--- src/rtl/mem_wb_skid_latch.sv ---
// MEM/WB elastic pipeline latch: valid/ready handshake with a main + skid register pair,
// stall back-pressure, flush bubble insertion and a registered occupancy count.
module mem_wb_skid_latch #(
    parameter int CTRL_W = 2,
    parameter int DATA_W = 32,
    parameter int REG_W  = 5
) (
    input  logic              clk,
    input  logic              reset,
    input  logic              flush,
    input  logic              in_valid,
    output logic              in_ready,
    input  logic [CTRL_W-1:0] control_wb_in,
    input  logic [DATA_W-1:0] Read_data_in,
    input  logic [DATA_W-1:0] ALU_result_in,
    input  logic [REG_W-1:0]  Write_reg_in,
    output logic              out_valid,
    input  logic              out_ready,
    output logic [CTRL_W-1:0] mem_control_wb,
    output logic [DATA_W-1:0] Read_data,
    output logic [DATA_W-1:0] mem_ALU_result,
    output logic [REG_W-1:0]  mem_Write_reg,
    output logic [1:0]        occupancy
);

    localparam int PAY_W = CTRL_W + 2 * DATA_W + REG_W;

    logic [PAY_W-1:0] in_pay_p0;
    logic [PAY_W-1:0] main_pay_p1, main_pay_n;
    logic [PAY_W-1:0] skid_pay_p1, skid_pay_n;
    logic             main_vld_p1, main_vld_n;
    logic             skid_vld_p1, skid_vld_n;
    logic [1:0]       occ_p1;
    logic             accept, drain, load_main;

    assign in_pay_p0 = {control_wb_in, Read_data_in, ALU_result_in, Write_reg_in};

    // in_ready depends on registered state only, so out_ready never reaches it combinationally.
    assign in_ready  = reset & ~skid_vld_p1;
    assign accept    = in_valid & in_ready;
    assign drain     = main_vld_p1 & out_ready;
    assign load_main = ~main_vld_p1 | drain;

    always_comb begin
        main_pay_n = main_pay_p1;
        skid_pay_n = skid_pay_p1;
        main_vld_n = main_vld_p1;
        skid_vld_n = skid_vld_p1;
        if (load_main) begin
            if (skid_vld_p1) begin
                main_pay_n = skid_pay_p1;
                main_vld_n = 1'b1;
                skid_vld_n = 1'b0;
            end else if (accept) begin
                main_pay_n = in_pay_p0;
                main_vld_n = 1'b1;
            end else begin
                main_vld_n = 1'b0;
            end
        end else if (accept) begin
            skid_pay_n = in_pay_p0;
            skid_vld_n = 1'b1;
        end
        // Flush squashes held and incoming entries; a same-cycle drain has already been consumed.
        if (flush) begin
            main_vld_n = 1'b0;
            skid_vld_n = 1'b0;
        end
    end

    // ---- stage p1: main/skid storage ----
    always_ff @(posedge clk) begin
        if (!reset) begin
            main_pay_p1 <= '0;
            skid_pay_p1 <= '0;
            main_vld_p1 <= 1'b0;
            skid_vld_p1 <= 1'b0;
            occ_p1      <= 2'd0;
        end else begin
            main_pay_p1 <= main_pay_n;
            skid_pay_p1 <= skid_pay_n;
            main_vld_p1 <= main_vld_n;
            skid_vld_p1 <= skid_vld_n;
            occ_p1      <= {1'b0, main_vld_n} + {1'b0, skid_vld_n};
        end
    end

    // Control is masked on bubbles so an invalid slot can never assert RegWrite.
    assign out_valid      = main_vld_p1;
    assign mem_control_wb = main_vld_p1 ? main_pay_p1[PAY_W-1 -: CTRL_W] : '0;
    assign Read_data      = main_pay_p1[REG_W + DATA_W +: DATA_W];
    assign mem_ALU_result = main_pay_p1[REG_W +: DATA_W];
    assign mem_Write_reg  = main_pay_p1[REG_W-1:0];
    assign occupancy      = occ_p1;

endmodule

--- config.mk ---
export PLATFORM = sky130hd
export DESIGN_NAME = mem_wb_skid_latch
export DESIGN_NICKNAME = d
export VERILOG_FILES = /design/src/rtl/mem_wb_skid_latch.sv
export SDC_FILE = /design/constraint.sdc
export NUM_CORES = 1
export LEC_CHECK = 0
export BUFFER_PORTS_ARGS = -buffer_cell sky130_fd_sc_hd__buf_2
export CAP_MARGIN = 30
export CORE_MARGIN = 8
export CORE_UTILIZATION = 49
export CTS_CLUSTER_DIAMETER = 200
export DETAILED_ROUTE_END_ITERATION = 10
export GPL_TIMING_DRIVEN = 0
export MAX_ROUTING_LAYER = met4
export PLACE_DENSITY = 0.81
export RECOVER_POWER = 100
export REMOVE_ABC_BUFFERS = 1
export SYNTH_ARGS = -nofsm -noshare
export SYNTH_HDL_FRONTEND = slang
export SYNTH_SLANG_ARGS = --single-unit
--- constraint.sdc ---
create_clock -name clk -period 1.4 [get_ports clk]
set_input_delay 0 -clock clk [delete_from_list [all_inputs] [get_ports clk]]
set_output_delay 0 -clock clk [all_outputs]
set_load 0.05 [all_outputs]
==> results of run 1 <==
## state kept, by name (all words and copies together), names as in the netlist
| signal | flops |
|---|---|
| main_pay_p1 | 71 |
| occupancy | 2 |
| out_valid | 1 |
| skid_pay_p1 | 71 |
| skid_vld_p1 | 1 |
## worst paths after layout
check	startpoint	to	slack [ns]	cells past startpoint
worst max register to register	skid_vld_p1	skid_pay_p1[37]	-0.21	7
worst min register to register	skid_pay_p1[11]	skid_pay_p1[11]	0.45	2
worst min-delay path	reset	main_pay_p1[23]	0.06	3
worst max-delay path	skid_vld_p1	skid_pay_p1[37]	-0.21	7
## cells in the mapped netlist
library cell / instances
nand2_1: 71
nand4_1: 5
a21oi_1: 2
ha_1: 1
buf_4: 69
buf_1: 11
nand3_1: 137
nor4bb_1: 1
a21o_1: 1
o211a_1: 71
and2_4: 1
nand2b_1: 1
clkbuf_1: 34
o21ai_1: 71
nor2b_1: 1
dfxtp_1: 146
mux2i_1: 71
nor3_1: 1
and2_1: 7
buf_6: 10
buf_2: 18
## where the power goes
part | internal (mW) | switching [mW] | total, mW
Combinational | 0.625 | 1.08 | 1.70
Sequential | 4.31 | 0.0935 | 4.41
Clock | 3.45 | 1.75 | 5.20
Total | 8.39 | 2.92 | 11.3
## through the flow
step                 util  setup slack, ns
floorplan               -            -7.35
global placement    0.509           -12.61
detailed placement  0.523            -1.84
CTS                 0.681           -0.172
global route        0.716           -0.241
finish              0.716           -0.205
## repair_timing
item	4_1_cts	5_1_grt
hold endpoints to repair	142	0
pin swaps	24	20
endpoints found under the setup margin	147	145
buffers inserted	34	2
resized for setup	24	61
gates cloned	15	14
hold buffers	74	0
## layout make-up
class,instances,area share
tap,176,0.0231
antenna,1,0.000263
multi-input combinational,453,0.334
clock buffer,23,0.0535
timing repair buffer,285,0.263
sequential,146,0.308
clock inverter,8,0.0179
## layer usage
layer | up-vias | global-route usage | part of all wire
met1 | 3176 | 0.290 | 0.39
met5 | - | - | 0
met3 | 77 | 0.0768 | 0.090
met2 | 408 | 0.428 | 0.48
met4 | 0 | 0.109 | 0.035
li1 | 2892 | - | -
## logic make-up (layout without fill, tap and decap cells)
| group | count (synthesis) | in the layout | share of synthesized area |
|---|---|---|---|
| AND/OR/NAND/NOR | 225 | 234 | 0.159 |
| flip-flops | 146 | 146 | 0.437 |
| AO/OA/AOI/OAI | 145 | 147 | 0.162 |
| buffers and inverters | 142 | 316 | 0.133 |
| multiplexers | 71 | 71 | 0.106 |
| adder cells (fa/ha/maj) | 1 | 1 | 0.00187 |
| other | 0 | 1 | 0 |
## worst register-to-register path: stages (launching register included)
cell and delay (ns):
dfxtp_4 0.36, nor4bb_4 0.31, buf_6 0.16, buf_12 0.11
and2_4 0.18, buf_6 0.13, clkbuf_16 0.17, o21ai_1 0.08
==> results.md, run 1 <==
- Number of synthesized register bits: 146
- Final Hold Slack: 0.0629 ns
- Hold Path Class: in2reg
- Initial DRT Pass Iterations: 5
- Final setup vio count: 142
- Post-placement cell count: 923
- WS Path Type: reg2reg
- Reg area: 0.00293 mm2
- Port Buffers: 150
- Slew @ Worst Pin: 0.899 ns
- Clock skew: 0.00526 ns
- Initial Utilization: 0.503
- Drt initial violations: 596
- Share of cells above drive strength 1: 0.272
- Max-capacitance violation count: 0
- Max_slew headroom: 0.401
- Mapped Area: 0.00668 mm2
- First-pass GRT wire length: 35500 um
- Synth area leader: dfxtp_1
- Fin cells: 1092
- Dpl hpwl: 9970 um
- Area Overhead vs Synth: 42.5%
- Slowest CP cell: dfxtp_4
- Clk_lat worst skew: 0.42 ns
- Outcome: finished with violations
- Placer Congestion: 0.723
- # clock sinks: 146
- Setup crit start kind: flop
- Drt wl/cell: 23.4 um
- Delay of the slowest critical-path stage: 0.36 ns
- Die Height: 133 um
- Area after DPL: 0.00696 mm2
- Antenna viol nets, final: 0
- CTS H-tree lvls: 4
- Overall Power: 11.3 mW
- Core Region: 0.0133 mm2
- Slew Viols, Final: 0
- WP buf/inv: 4
- Initial antenna violation count: 1
- Via/cell ratio: 6.00
- IO Count: 151
- Top Family by Delay on Critical Path: buffers and inverters
- Root Buffer: clkbuf_16
- Worst setup margin: -0.205 ns
- Cells after Synth: 730
- Fin. Hold Viols: 0
- CTS buffer count: 17
- FILL cells: 963
- Vias in the first global route: 6505
- Distinct cells, synth: 21
- Tmin final: 1.61 ns
- TNS Setup: -18.73 ns
- Yosys top cell area share: 0.437
- Maximum clock insertion buffer count: 2
- Number of cell rows: 42
- Failing checks: setup timing
- Worst path most repeated cell: buf_6
- Seq/Total Area, Yosys: 0.437
- Final net count: 980
- Critical-path maximum fanout: 9
- Clock-pin slew on the worst setup and hold paths: 0.06 ns
- RSZ-0062 raised after global routing: true
- Total gr overflow: 0
- Peak VDD IR: 0.00108 V
- Vias: 6553
- Leak: 4.32 nW
- Total Routing Usage GR: 0.260
- Final Cell Area: 0.00953 mm2
- Most frequent cells in the layout: dfxtp_1 (144), nand3_1 (129), buf_2 (77), dlygate4sd3_1 (73)
- Pwr Density: 1190 mW/mm2
- CTS tree: yes
- Synth Warn #: 0
- Crit path arrival time: 1.91 ns
- Footprint of the multi-input gates: 0.00318 mm2
- Post-route clock period utilization: 1.15
- Final wirelength: 25500 um
- Die width: 133 um
- Critical Path End Type: flop
- Commonest non-fill, non-tap cell in the layout: dfxtp_1
- Maximum clock frequency: 623 MHz
- Req. time, crit path: 1.70 ns
- Largest net degree at the start of global routing: 58
- Mean Syn Cell Area: 9.15 um2
- DRC viols: 0
- Die Area: 0.0176 mm2
- Worst-path cell chain: nor4bb_4, buf_6, buf_12, and2_4, buf_6, clkbuf_16, o21ai_1
- Largest cells by area after synthesis: dfxtp_1 (44%), mux2i_1 (11%), o211a_1 (11%), nand3_1 (10%), buf_4 (7.8%)
Note: power is estimated with default switching activity, not from simulation.
==> run 2: changes to the inputs <==
--- a/config.mk
+++ b/config.mk
@@ -8,12 +8,12 @@
 export BUFFER_PORTS_ARGS = -buffer_cell sky130_fd_sc_hd__buf_2
 export CAP_MARGIN = 30
 export CORE_MARGIN = 8
-export CORE_UTILIZATION = 49
+export CORE_UTILIZATION = 44
 export CTS_CLUSTER_DIAMETER = 200
 export DETAILED_ROUTE_END_ITERATION = 10
 export GPL_TIMING_DRIVEN = 0
 export MAX_ROUTING_LAYER = met4
-export PLACE_DENSITY = 0.81
+export PLACE_DENSITY = 0.75
 export RECOVER_POWER = 100
 export REMOVE_ABC_BUFFERS = 1
 export SYNTH_ARGS = -nofsm -noshare
==> run 2 against run 1 <==
Against the previous run:
- the run ends with hold timing, setup timing left
- design area up 0.20%
- sequential share of layout area down 0.060 points
- worst setup slack worse by 0.083 ns
- utilization down 8.2 points
- count of clock-buffer cells in the layout up 1
- clock power down 6.7%
- critical path depth up 1
- power down 3.7%
- non-clock buffer count unchanged
- cell count up 1.4%
- critical path type unchanged
- largest power group unchanged
==> results.md, run 2 (synthesis results as in run 1) <==
- Outcome: finished with violations
- Failing checks: hold timing, setup timing
- Fin. Hold Viols: 1 (+1)
- Number of cell rows: 45 (+7.1%)
- Max_slew headroom: 0.332 (-0.0691)
- Critical Path End Type: flop
- Drt initial violations: 526 (-12%)
- Via/cell ratio: 5.83 (-2.8%)
- Commonest non-fill, non-tap cell in the layout: dfxtp_1
- Pwr Density: 1140 mW/mm2 (-3.9%)
- Share of cells above drive strength 1: 0.279 (+0.00674)
- Req. time, crit path: 1.71 ns (about the same)
- Setup crit start kind: flop
- Peak VDD IR: 0.000781 V (-28%)
- CTS H-tree lvls: 4 (unchanged)
- Initial antenna violation count: 1 (unchanged)
- Final setup vio count: 144 (+1.4%)
- Port Buffers: 150 (unchanged)
- Final Hold Slack: -0.00708 ns (-0.0700 ns)
- Clock skew: 0.00755 ns (+0.00229 ns)
- CTS buffer count: 17 (unchanged)
- WS Path Type: reg2reg
- Leak: 4.32 nW (about the same)
- Total gr overflow: 0 (unchanged)
- Vias: 6459 (-1.4%)
- # clock sinks: 146 (unchanged)
- Maximum clock frequency: 592 MHz (-4.9%)
- Slew @ Worst Pin: 1.00 ns (+0.104 ns)
- Die Height: 139 um (+4.9%)
- CTS tree: yes
- Most frequent cells in the layout: dfxtp_1 (144), nand3_1 (136), buf_2 (78), dlygate4sd3_1 (72)
- RSZ-0062 raised after global routing: true
- Clk_lat worst skew: 0.42 ns (about the same)
- Crit path arrival time: 2.00 ns (+0.09 ns)
- Largest net degree at the start of global routing: 71 (+22%)
- Max-capacitance violation count: 0 (unchanged)
- Footprint of the multi-input gates: 0.00323 mm2 (+1.5%)
- Worst setup margin: -0.289 ns (-0.0835 ns)
- Antenna viol nets, final: 0 (unchanged)
- Maximum clock insertion buffer count: 2 (unchanged)
- First-pass GRT wire length: 35500 um (about the same)
- Total Routing Usage GR: 0.240 (-0.0205)
- Drt wl/cell: 22.3 um (-4.6%)
- Initial Utilization: 0.445 (-0.0581)
- Fin cells: 1107 (+1.4%)
- Initial DRT Pass Iterations: 5 (unchanged)
- Reg area: 0.00293 mm2 (unchanged)
- Die Area: 0.0194 mm2 (+10%)
- Final net count: 982 (+0.20%)
- Clock-pin slew on the worst setup and hold paths: 0.06 ns (about the same)
- Critical-path maximum fanout: 4 (-5)
- Die width: 139 um (+4.9%)
- FILL cells: 1196 (+24%)
- Post-placement cell count: 935 (+1.3%)
- DRC viols: 0 (unchanged)
- Root Buffer: clkbuf_16
- IO Count: 151 (unchanged)
- Vias in the first global route: 6233 (-4.2%)
- Post-route clock period utilization: 1.21 (+0.0596)
- Slew Viols, Final: 0 (unchanged)
- Final wirelength: 24700 um (-3.3%)
- Placer Congestion: 0.703 (-2.7%)
- Area Overhead vs Synth: 42.8%
- Core Region: 0.0150 mm2 (+13%)
- Hold Path Class: in2reg
- Dpl hpwl: 9860 um (-1.1%)
- Tmin final: 1.69 ns (+0.0835 ns)
## run 2: worst max-delay path, cell delays in order (launching register included)
cell and delay (ns):
dfxtp_4 0.37, nor4bb_4 0.35, buf_6 0.16, buf_12 0.11, and2_4 0.16, buf_6 0.11
buf_12 0.12, clkbuf_16 0.15, o21ai_2 0.05
## run 2: final timing paths
path	from	to	slack, ns	cells after the start
max	skid_vld_p1	skid_pay_p1[16]	-0.29	8
min reg2reg	skid_pay_p1[4]	skid_pay_p1[4]	0.45	2
max reg2reg	skid_vld_p1	skid_pay_p1[16]	-0.29	8
min	reset	main_pay_p1[64]	-0.007	2
## run 2: cell type report
cell class / count / share of cell area
Clock inverter: 8 / 0.0128
Antenna cell: 1 / 0.000262
Clock buffer: 24 / 0.0536
Sequential cell: 146 / 0.307
Tap cell: 188 / 0.0246
Timing Repair Buffer: 285 / 0.263
Multi-Input combinational cell: 455 / 0.338
## run 2: what timing repair did
action	CTS	global route
gates cloned	21	9
pin swaps	2	49
resized for setup	31	59
hold buffers	72	0
buffers inserted	28	10
hold endpoints to repair	144	0
setup endpoints to repair	147	144
## run 2: power by group
part | leakage (nW) | internal (mW) | switching [mW] | total, mW
logic | 2.82 | 0.579 | 1.05 | 1.63
clock network | 0.304 | 3.08 | 1.77 | 4.85
registers | 1.19 | 4.31 | 0.0943 | 4.41
## run 2: metrics by stage
stage	power, mW	area, um2	setup TNS, ns	util	worst slack [ns]
4_1_cts	10.9	9120	-21.54	0.606	-0.226
6_report	10.9	9540	-24.73	0.635	-0.289
2_1_floorplan	5.27	5790	-761.29	-	-7.35
3_5_place_dp	5.76	6980	-229.41	0.464	-1.71
3_3_place_gp	5.73	6780	-1319.60	0.451	-13.06
5_1_grt	11.2	9540	-30.72	0.635	-0.337
## run 2: per-layer routing
layer	GRT usage	up-vias	routed length (um)
li1	-	2903	-
met1	0.290	3131	10400
met2	0.384	352	11500
met3	0.0605	73	1990
met4	0.0820	0	790
met5	-	-	0
==> run 3: changes to the inputs <==
--- a/config.mk
+++ b/config.mk
@@ -9,12 +9,12 @@
 export CAP_MARGIN = 30
 export CORE_MARGIN = 8
 export CORE_UTILIZATION = 44
+export CTS_BUF_LIST = sky130_fd_sc_hd__clkbuf_4 sky130_fd_sc_hd__clkbuf_8
 export CTS_CLUSTER_DIAMETER = 200
 export DETAILED_ROUTE_END_ITERATION = 10
 export GPL_TIMING_DRIVEN = 0
 export MAX_ROUTING_LAYER = met4
 export PLACE_DENSITY = 0.75
-export RECOVER_POWER = 100
 export REMOVE_ABC_BUFFERS = 1
 export SYNTH_ARGS = -nofsm -noshare
 export SYNTH_HDL_FRONTEND = slang
==> run 3 against run 2 <==
Against the previous run:
- the run ends with setup timing left
- largest power group is now registers
- worst setup slack improved by 0.031 ns
- cell count increased by 2.4%
- die area unchanged
- sequential power about the same
- global-route usage increased by 1.6 points
==> results.md, run 3 (synthesis results as in run 1) <==
- Pwr Density: 1010 mW/mm2 (-12%)
- Tmin final: 1.66 ns (-0.0310 ns)
- FILL cells: 1139 (-4.8%)
- Worst-path cell chain: buf_12, buf_6, a21oi_1, a21oi_1, ha_1, and2_1
- CTS buffer count: 17 (unchanged)
- Max_slew headroom: 0.468 (+0.137)
- Vias in the first global route: 6528 (+4.7%)
- Failing checks: setup timing
- Leak: 4.60 nW (+6.5%)
- Final Cell Area: 0.00983 mm2 (+3.0%)
- Antenna cells: 0 (-1)
- Total Routing Usage GR: 0.256 (+0.0162)
- Fin cells: 1134 (+2.4%)
- Initial antenna violation count: 0 (-1)
- Most frequent cells in the layout: buf_2 (146), dfxtp_1 (144), nand3_1 (121), dlygate4sd3_1 (85)
- Slowest CP cell: dfxtp_4
- Delay of the slowest critical-path stage: 0.38 ns (about the same)
- Hold Startpoint: reset
- CTS H-tree lvls: 4 (unchanged)
- Core Region: 0.0150 mm2 (unchanged)
- Total gr overflow: 0 (unchanged)
- Final wirelength: 26800 um (+8.6%)
- Maximum clock frequency: 603 MHz (+1.9%)
- RSZ-0062 raised after global routing: true
- Via/cell ratio: 5.88 (+0.76%)
- DRC viols: 0 (unchanged)
- Placer Congestion: 0.703 (unchanged)
- Outcome: finished with violations
- Max-capacitance violation count: 0 (unchanged)
- Final setup vio count: 144 (unchanged)
- Largest net degree at the start of global routing: 47 (-34%)
- Antenna viol nets, final: 0 (unchanged)
- Worst path most repeated cell: a21oi_1
- CTS tree: yes
- Slew Viols, Final: 0 (unchanged)
- Clk_lat worst skew: 0.46 ns (+0.04 ns)
- Drt wl/cell: 23.6 um (+6.0%)
- Clock-pin slew on the worst setup and hold paths: 0.10 ns (+0.04 ns)
- Drt initial violations: 569 (+8.2%)
- Initial DRT Pass Iterations: 5 (unchanged)
- Die width: 139 um (unchanged)
- Setup crit start kind: flop
- Final net count: 1010 (+2.9%)
- Slew @ Worst Pin: 0.797 ns (-0.205 ns)
- IO Count: 151 (unchanged)
- Hold Path Class: in2reg
- Die Height: 139 um (unchanged)
- Area Overhead vs Synth: 47.1%
- Post-placement cell count: 935 (unchanged)
- Dpl hpwl: 9860 um (unchanged)
- Commonest non-fill, non-tap cell in the layout: buf_2
- Vias: 6667 (+3.2%)
- First-pass GRT wire length: 37700 um (+6.4%)
- WS Path Type: reg2reg
- Port Buffers: 150 (unchanged)
- Area after DPL: 0.00698 mm2 (unchanged)
- Initial Utilization: 0.445 (unchanged)
- Number of cell rows: 45 (unchanged)
- Peak VDD IR: 0.000760 V (-2.8%)
- Post-route clock period utilization: 1.18 (-0.0222)
- Share of cells above drive strength 1: 0.350 (+0.0710)
- R2r startpoint: skid_vld_p1
- Clock skew: 0.0195 ns (+0.0119 ns)
- Worst R2R Setup Slack: -0.26 ns (+0.03 ns)
- Maximum clock insertion buffer count: 2 (unchanged)
- Origin of the worst setup path: skid_vld_p1
- Crit path arrival time: 2.02 ns (+0.02 ns)
- Worst setup margin: -0.258 ns (+0.0310 ns)
- Req. time, crit path: 1.77 ns (+0.06 ns)
- Die Area: 0.0194 mm2 (unchanged)
- Critical-path maximum fanout: 14 (+10)
- Root Buffer: clkbuf_8
- Critical Path End Type: flop
- Overall Power: 9.89 mW (-9.1%)
- # clock sinks: 146 (unchanged)
- Fin. Hold Viols: 0 (-1)
## run 3: report_power, final
part	internal, mW	total (mW)	switching [mW]	leakage [nW]
Combinational	0.682	1.79	1.11	3.19
Clock	2.06	3.71	1.64	0.221
Sequential	4.31	4.40	0.0914	1.19
Total	7.05	9.89	2.84	4.60
## run 3: stage by stage
stage,hold slack (ns),setup TNS [ns],util,worst slack [ns]
global placement,0.235,-1319.60,0.451,-13.06
finish,0.0607,-27.89,0.654,-0.258
CTS,0.0422,-23.63,0.611,-0.232
floorplan,0.122,-761.29,-,-7.35
detailed placement,0.241,-229.41,0.464,-1.71
global route,0.0452,-33.15,0.654,-0.317
## run 3: critical path: cells and delay by family, from the launching register on
kind | cells | cell delay [ns]
buf+inv | 2 | 0.31
simple gates | 1 | 0.16
fa+ha+maj | 1 | 0.33
compound gates | 2 | 0.38
flops | 1 | 0.38
## run 3: area by class of cell
type,instances,area [um2],share of cell area
Multi-Input combinational cell,458,3300,0.335
Sequential cell,146,2930,0.298
Timing Repair Buffer,310,2920,0.297
Clock buffer,24,324,0.0330
Tap cell,188,235,0.0239
Clock inverter,8,123,0.0125
## run 3: final timing paths
path / endpoint / cells after the start
worst max-delay path: occupancy[0] / 6
worst min-delay path: main_pay_p1[6] / 3
worst max register to register: occupancy[0] / 6
worst min register to register: skid_pay_p1[69] / 2
## run 3: per-layer routing
| layer | global-route usage | part of all wire | vias to the layer above |
|---|---|---|---|
| met5 | - | 0 | - |
| met1 | 0.307 | 0.42 | 3255 |
| met3 | 0.0633 | 0.080 | 71 |
| met2 | 0.413 | 0.47 | 388 |
| met4 | 0.0895 | 0.034 | 0 |
| li1 | - | - | 2953 |
## run 3: repair_timing
action | 4_1_cts | 5_1_grt
gates cloned | 21 | 14
gates resized for setup | 49 | 56
buffers inserted | 32 | 15
endpoints found under the hold margin | 144 | 0
pin swaps | 12 | 17
hold buffers | 86 | 0
setup endpoints to repair | 147 | 147
